<file path="config.mk">
export PLATFORM = sky130hd
export DESIGN_NAME = muldiv_sequencer
export DESIGN_NICKNAME = d
export VERILOG_FILES = /design/src/rtl/muldiv_pkg.sv /design/src/rtl/muldiv_sequencer.sv
export SDC_FILE = /design/constraint.sdc
export NUM_CORES = 1
export LEC_CHECK = 0
export ABC_AREA = 1
export BUFFER_PORTS_ARGS = -buffer_cell sky130_fd_sc_hd__buf_2
export CORE_AREA = 2 2 236 238
export CTS_CLUSTER_SIZE = 40
export DETAILED_ROUTE_END_ITERATION = 6
export DIE_AREA = 0 0 238 240
export PLACE_DENSITY_LB_ADDON = 0.12
export SYNTH_ARGS = -nofsm -noshare
export SYNTH_HDL_FRONTEND = slang
export SYNTH_SLANG_ARGS = --single-unit
export TNS_END_PERCENT = 30
</file>
<file path="constraint.sdc">
create_clock -name clk -period 4.8 [get_ports clk]
set_clock_uncertainty 0.2 [all_clocks]
set_input_delay 0.24 -clock clk [delete_from_list [all_inputs] [get_ports clk]]
set_output_delay 0.24 -clock clk [all_outputs]
set_load 0.02 [all_outputs]
</file>
<file path="src/rtl/muldiv_pkg.sv">
// muldiv_pkg: op decode, sequencer state encoding and helpers shared by the MUL/DIV sequencer.
package muldiv_pkg;

    typedef enum logic [4:0] {
        OP_NONE, OP_MUL, OP_MULH, OP_MULHSU, OP_MULHU, OP_MULW,
        OP_DIV, OP_DIVU, OP_REM, OP_REMU, OP_DIVW, OP_DIVUW, OP_REMW, OP_REMUW
    } op_t;

    typedef enum logic [2:0] {S_IDLE, S_RUN_MUL, S_RUN_DIV, S_HOLD, S_DRAIN} seq_state_t;

    localparam int CNT_W = 9;

    function automatic logic is_mul_op(op_t op);
        return op inside {OP_MUL, OP_MULH, OP_MULHSU, OP_MULHU, OP_MULW};
    endfunction

    function automatic logic is_div_op(op_t op);
        return op inside {OP_DIV, OP_DIVU, OP_REM, OP_REMU, OP_DIVW, OP_DIVUW, OP_REMW, OP_REMUW};
    endfunction

endpackage

</file>
<file path="src/rtl/muldiv_sequencer.sv">
// muldiv_sequencer: issues one M op to the multiplier or divider, holds the result for the
// downstream handshake, and drains a flushed unit to completion since units cannot abort.
module muldiv_sequencer
    import muldiv_pkg::*;
#(
    parameter int TIMEOUT_CYC = 256
) (
    input  logic        clk,
    input  logic        reset,
    input  logic        req_valid,
    input  op_t         req_op,
    input  logic [63:0] req_a,
    input  logic [63:0] req_b,
    output logic        req_ready,
    input  logic        flush,
    output logic        mul_valid,
    output op_t         mul_op,
    output logic [63:0] mul_a,
    output logic [63:0] mul_b,
    input  logic        mul_done,
    input  logic [63:0] mul_c,
    output logic        div_valid,
    output op_t         div_op,
    output logic [63:0] div_a,
    output logic [63:0] div_b,
    input  logic        div_done,
    input  logic [63:0] div_c,
    output logic        resp_valid,
    output logic [63:0] resp_data,
    input  logic        resp_ready,
    output logic        stall,
    output logic        err_timeout
);

    seq_state_t       state, nxt;
    op_t              op_q;
    logic [63:0]      a_q, b_q, res_q;
    logic [CNT_W-1:0] cnt;
    logic             err_q;
    logic             run, busy, accept, unit_done, wd_hit, timeout;

    assign run       = state == S_RUN_MUL || state == S_RUN_DIV;
    assign busy      = run || state == S_DRAIN;
    assign accept    = state == S_IDLE && req_valid && !flush && (is_mul_op(req_op) || is_div_op(req_op));
    // op_q always names the unit owning the current RUN/DRAIN, so its done is the only one heeded
    assign unit_done = is_mul_op(op_q) ? mul_done : div_done;
    assign wd_hit    = TIMEOUT_CYC != 0 && busy && cnt == CNT_W'(TIMEOUT_CYC - 1);
    assign timeout   = wd_hit && !unit_done;

    always_ff @(posedge clk or negedge reset) begin
        if (!reset) state <= S_IDLE;
        else        state <= nxt;
    end

    always_comb begin
        nxt = state;
        case (state)
            S_IDLE: begin
                if (accept) nxt = is_mul_op(req_op) ? S_RUN_MUL : S_RUN_DIV;
            end
            S_RUN_MUL, S_RUN_DIV: begin
                if (unit_done)    nxt = flush ? S_IDLE : S_HOLD;
                else if (timeout) nxt = S_IDLE;
                else if (flush)   nxt = S_DRAIN;
            end
            S_HOLD: begin
                if (resp_ready || flush) nxt = S_IDLE;
            end
            S_DRAIN: begin
                if (unit_done || timeout) nxt = S_IDLE;
            end
            default: nxt = S_IDLE;
        endcase
    end

    always_comb begin
        req_ready   = state == S_IDLE;
        mul_valid   = state == S_RUN_MUL || (state == S_DRAIN && is_mul_op(op_q));
        div_valid   = state == S_RUN_DIV || (state == S_DRAIN && is_div_op(op_q));
        resp_valid  = state == S_HOLD;
        stall       = (req_valid && state != S_IDLE) || busy;
        mul_op      = op_q;
        mul_a       = a_q;
        mul_b       = b_q;
        div_op      = op_q;
        div_a       = a_q;
        div_b       = b_q;
        resp_data   = res_q;
        err_timeout = err_q;
    end

    always_ff @(posedge clk or negedge reset) begin
        if (!reset) begin
            op_q  <= OP_NONE;
            a_q   <= '0;
            b_q   <= '0;
            res_q <= '0;
            cnt   <= '0;
            err_q <= 1'b0;
        end else begin
            if (accept) begin
                op_q <= req_op;
                a_q  <= req_a;
                b_q  <= req_b;
            end
            if (run && unit_done && !flush) res_q <= is_mul_op(op_q) ? mul_c : div_c;
            if (accept)                     cnt <= '0;
            else if (busy && cnt != '1)     cnt <= cnt + 1'b1;
            if (timeout)                    err_q <= 1'b1;
        end
    end

endmodule

</file>
==> summary.md <==
| Metric | Value |
|---|---|
| Status | finished clean |
| 1st-pass router iterations | 7 |
| Critical path arrival | 4030 ps |
| Fraction of layout cells with a size suffix above 1 | 0.3482 |
| Top-area cell type share of the netlist area | 0.5337 |
| DR DRC count | 0 |
| Core area | 54660 sq um |
| NumNets Final | 2163 |
| Crit path from | div_op[2]$_DFFE_PN0N_ |
| Post-route ant nets | 0 |
| Post-Synthesis Cells | 1179 |
| Post-synthesis compound-gate area fraction | 0.05159 |
| Die area | 57120 sq um |
| Final Cell Area | 16130 sq um |
| Synth cell count leaders | nand2_1, dfrtp_1, buf_4 |
| Max-slew headroom | 0.3438 |
| Post-route setup TNS | 0 ps |
| Largest family of logic cells by synthesized area | simple AND/OR/NAND/NOR gates |
| Synth area leader | dfrtp_1 |
| Die Y | 240 um |
| Leakage | 8.554 nW |
| Reg2reg path depth | 10 |
| Crit-path leading delay family | buffers and inverters |
| Die Wd | 238 um |
| Global-route wire length before repair | 60.93 mm |
| Clock tree from TritonCTS | built |
| Clk pin slew, worst setup/hold paths | 60 ps |
| FP Rows | 86 |
| XOR/XNOR Fraction of Synth Area | 0.001779 |
| Sequence of cells on the critical path | inv_1 -> nand2_2 -> buf_4 -> nand3_1 -> nand3_1 -> clkinv_2 -> buf_4 -> nor2_1 -> a31oi_1 -> dlygate4sd3_1 |
| Clock sinks | 210 |
| Post-Synth Adder-Cell Area | 0.003812 |
| Placer Congestion | 0.7798 |
| Worst Slack Setup Final | 1008 ps |
| Peak supply drop | 0.4208 mV |
| Core Util, Final | 0.2952 |
| Total gr overflow | 0 |
| Yosys reg bits | 210 |
| DP Cell Count | 2300 |
| Crit Path Category | reg2reg |
| Syn. warnings | 0 |
| Fraction of registers with async set or reset after synthesis | 1.000 |
| Via density | 3.931 |
| Simple-gate area share of the yosys netlist | 0.2631 |
| Critical path capture point type | register |
| Clock root cell | clkbuf_16 |
| Ys flop type | dfrtp_1 |
| Final non-filler cell total | 2622 |
| Post-synthesis mux area share | 0 |
| Clk Latency, worst-skew pair | 560 ps |
| Period utilization | 0.7899 |
| Power Dens Cells | 740.3 nW/um^2 |
| CTS Buf Count | 28 |
| Slew @ Worst Pin | 984.2 ps |
| Post-synthesis average cell area | 8.351 sq um |
| Multi-input logic area | 3166 sq um |
| Fill count | 5945 |
| Worst Path Max Fanout | 65 |
| Largest net degree at the start of global routing | 89 |
| Initial antenna violation count | 6 |
| Crit Reg-Reg Startpoint | div_op[2]$_DFFE_PN0N_ |
| CP max stage delay | 650 ps |
| Fmax | 263.7 MHz |
| Area Growth Syn to Fin | 63.87% |
| Register Area | 5255 sq um |
| Vias in the first global route | 10400 |
| Max-Cap Viols | 0 |
| Mapped Area | 9846 sq um |
| Hold Path Class | in2async |
| Hold WS | 49.08 ps |
| Sequential element share of the synthesized area | 0.5337 |
| Syn_nets | 1450 |
| Final setup fails | 0 |
| Post-CTS setup buffer count | 0 |
| Fin. Hold Viols | 0 |
| Critical path buffers and inverters | 5 |
| Port buffer count | 603 |
| Place WS | 1528 ps |
| DRT iter0 DRCs | 444 |
| Routed wire length | 41.36 mm |
| Number of synthesized flops with an enable pin | 0 |
| Gr usage total | 0.1369 |
| CTS H-Tree Depth | 1 |
| RSZ-0062 raised after global routing | false |
| Clock Path Buffers | 3 |
| Min cycle time layout | 3792 ps |
| HPWL after detailed placement | 29.03 mm |
| Total number of vias | 10310 |
| Crit path depth | 10 |
| Area after DPL | 12540 sq um |
| Most frequent cell after synthesis | nand2_1 |
| Initial Utilization | 0.1801 |
| Area contributors post-synth | dfrtp_1, nand2_1, buf_4 |
| Pins Over Slew Limit | 0 |
| Netlist cell types | 25 |
| Post-layout power | 11.94 mW |
| I/O pin count | 604 |
| Startpoint Class | register |
| Critical Path RT | 5040 ps |
| WL/cell | 15.78 um |
| CP max-delay cell | buf_4 |
-- kinds of logic after synthesis --
logic type | Yosys count
xor gates and xnor gates | 2
adders and majority gates | 3
and+or+nand+nor | 657
AOI/OAI and AO/OA | 83
DFF | 210
buffers and inverters | 224
-- worst register-to-register path: stages, from the launching register on --
cell and delay [ps]:
dfrtp_1 400, inv_1 70, nand2_2 100, buf_4 650, nand3_1 210, nand3_1 180, clkinv_2 570, buf_4 520
nor2_1 150, a31oi_1 50, dlygate4sd3_1 590
-- where the power goes --
part / leakage [nW] / total (mW) / internal, mW / switching [mW]
Sequential: 2.55 / 3.39 / 2.66 / 0.727
Clock: 0.455 / 2.08 / 1.27 / 0.820
Combinational: 5.55 / 6.47 / 2.34 / 4.14
-- sequential cells by signal, summed over array words and instances, names as in the netlist --
register / cells
state: 3
err_timeout: 1
cnt: 9
div_b: 64
div_a: 64
resp_data: 64
div_op: 5
-- routing by layer --
layer,track usage,part of all wire,vias up
met5,0,0.00031,-
met4,0.05701,0.036,2
met3,0.02675,0.061,73
met2,0.2417,0.50,360
met1,0.1625,0.40,4830
li1,-,-,5041
-- final timing paths --
check	end	slack (ps)
hold reg to reg	err_timeout$_DFFE_PN0P_	280
min in group clk	state[1]$_DFFE_PN0P_	60
setup / recovery	resp_data[16]$_DFFE_PN0P_	1010
hold / removal	resp_data[15]$_DFFE_PN0P_	50
max in group asynchronous	resp_data[57]$_DFFE_PN0P_	3190
setup reg to reg	resp_data[16]$_DFFE_PN0P_	1010
-- layout make-up --
type | instances | share of cell area
well taps | 704 | 0.05459
inverters | 27 | 0.006514
multi-input cells | 745 | 0.1962
clock buffers | 42 | 0.05297
repair buffers | 880 | 0.3594
flip-flops and latches | 210 | 0.3257
diodes | 8 | 0.001241
clock inverters | 6 | 0.003412
-- placed cells by master (no fill, tap or decap) --
master and instances:
o21ai_0 8, inv_1 23, clkbuf_1 5, nand3_1 80
a31oi_1 64, buf_8 1, o21ai_1 1, buf_2 602
o22ai_1 1, xor2_1 2, nand4_1 5, clkbuf_16 29
a31o_2 1, o31ai_1 1, dlygate4sd3_1 266, bufinv_16 1
o21a_1 1, diode_2 8, inv_2 2, nand2_1 489
a21oi_1 5, dfrtp_1 210, buf_4 9, ha_1 3
clkinv_2 6, nand3_4 1, nor2_1 76, inv_4 1
nand2_2 2, a21o_1 1, buf_12 2, clkbuf_8 8
nor3_1 4
-- repair_timing --
action,CTS,global route
hold buffers,266,0
endpoints found under the hold margin,282,0
gates resized for setup,0,0
(Power assumes the default switching activity.)
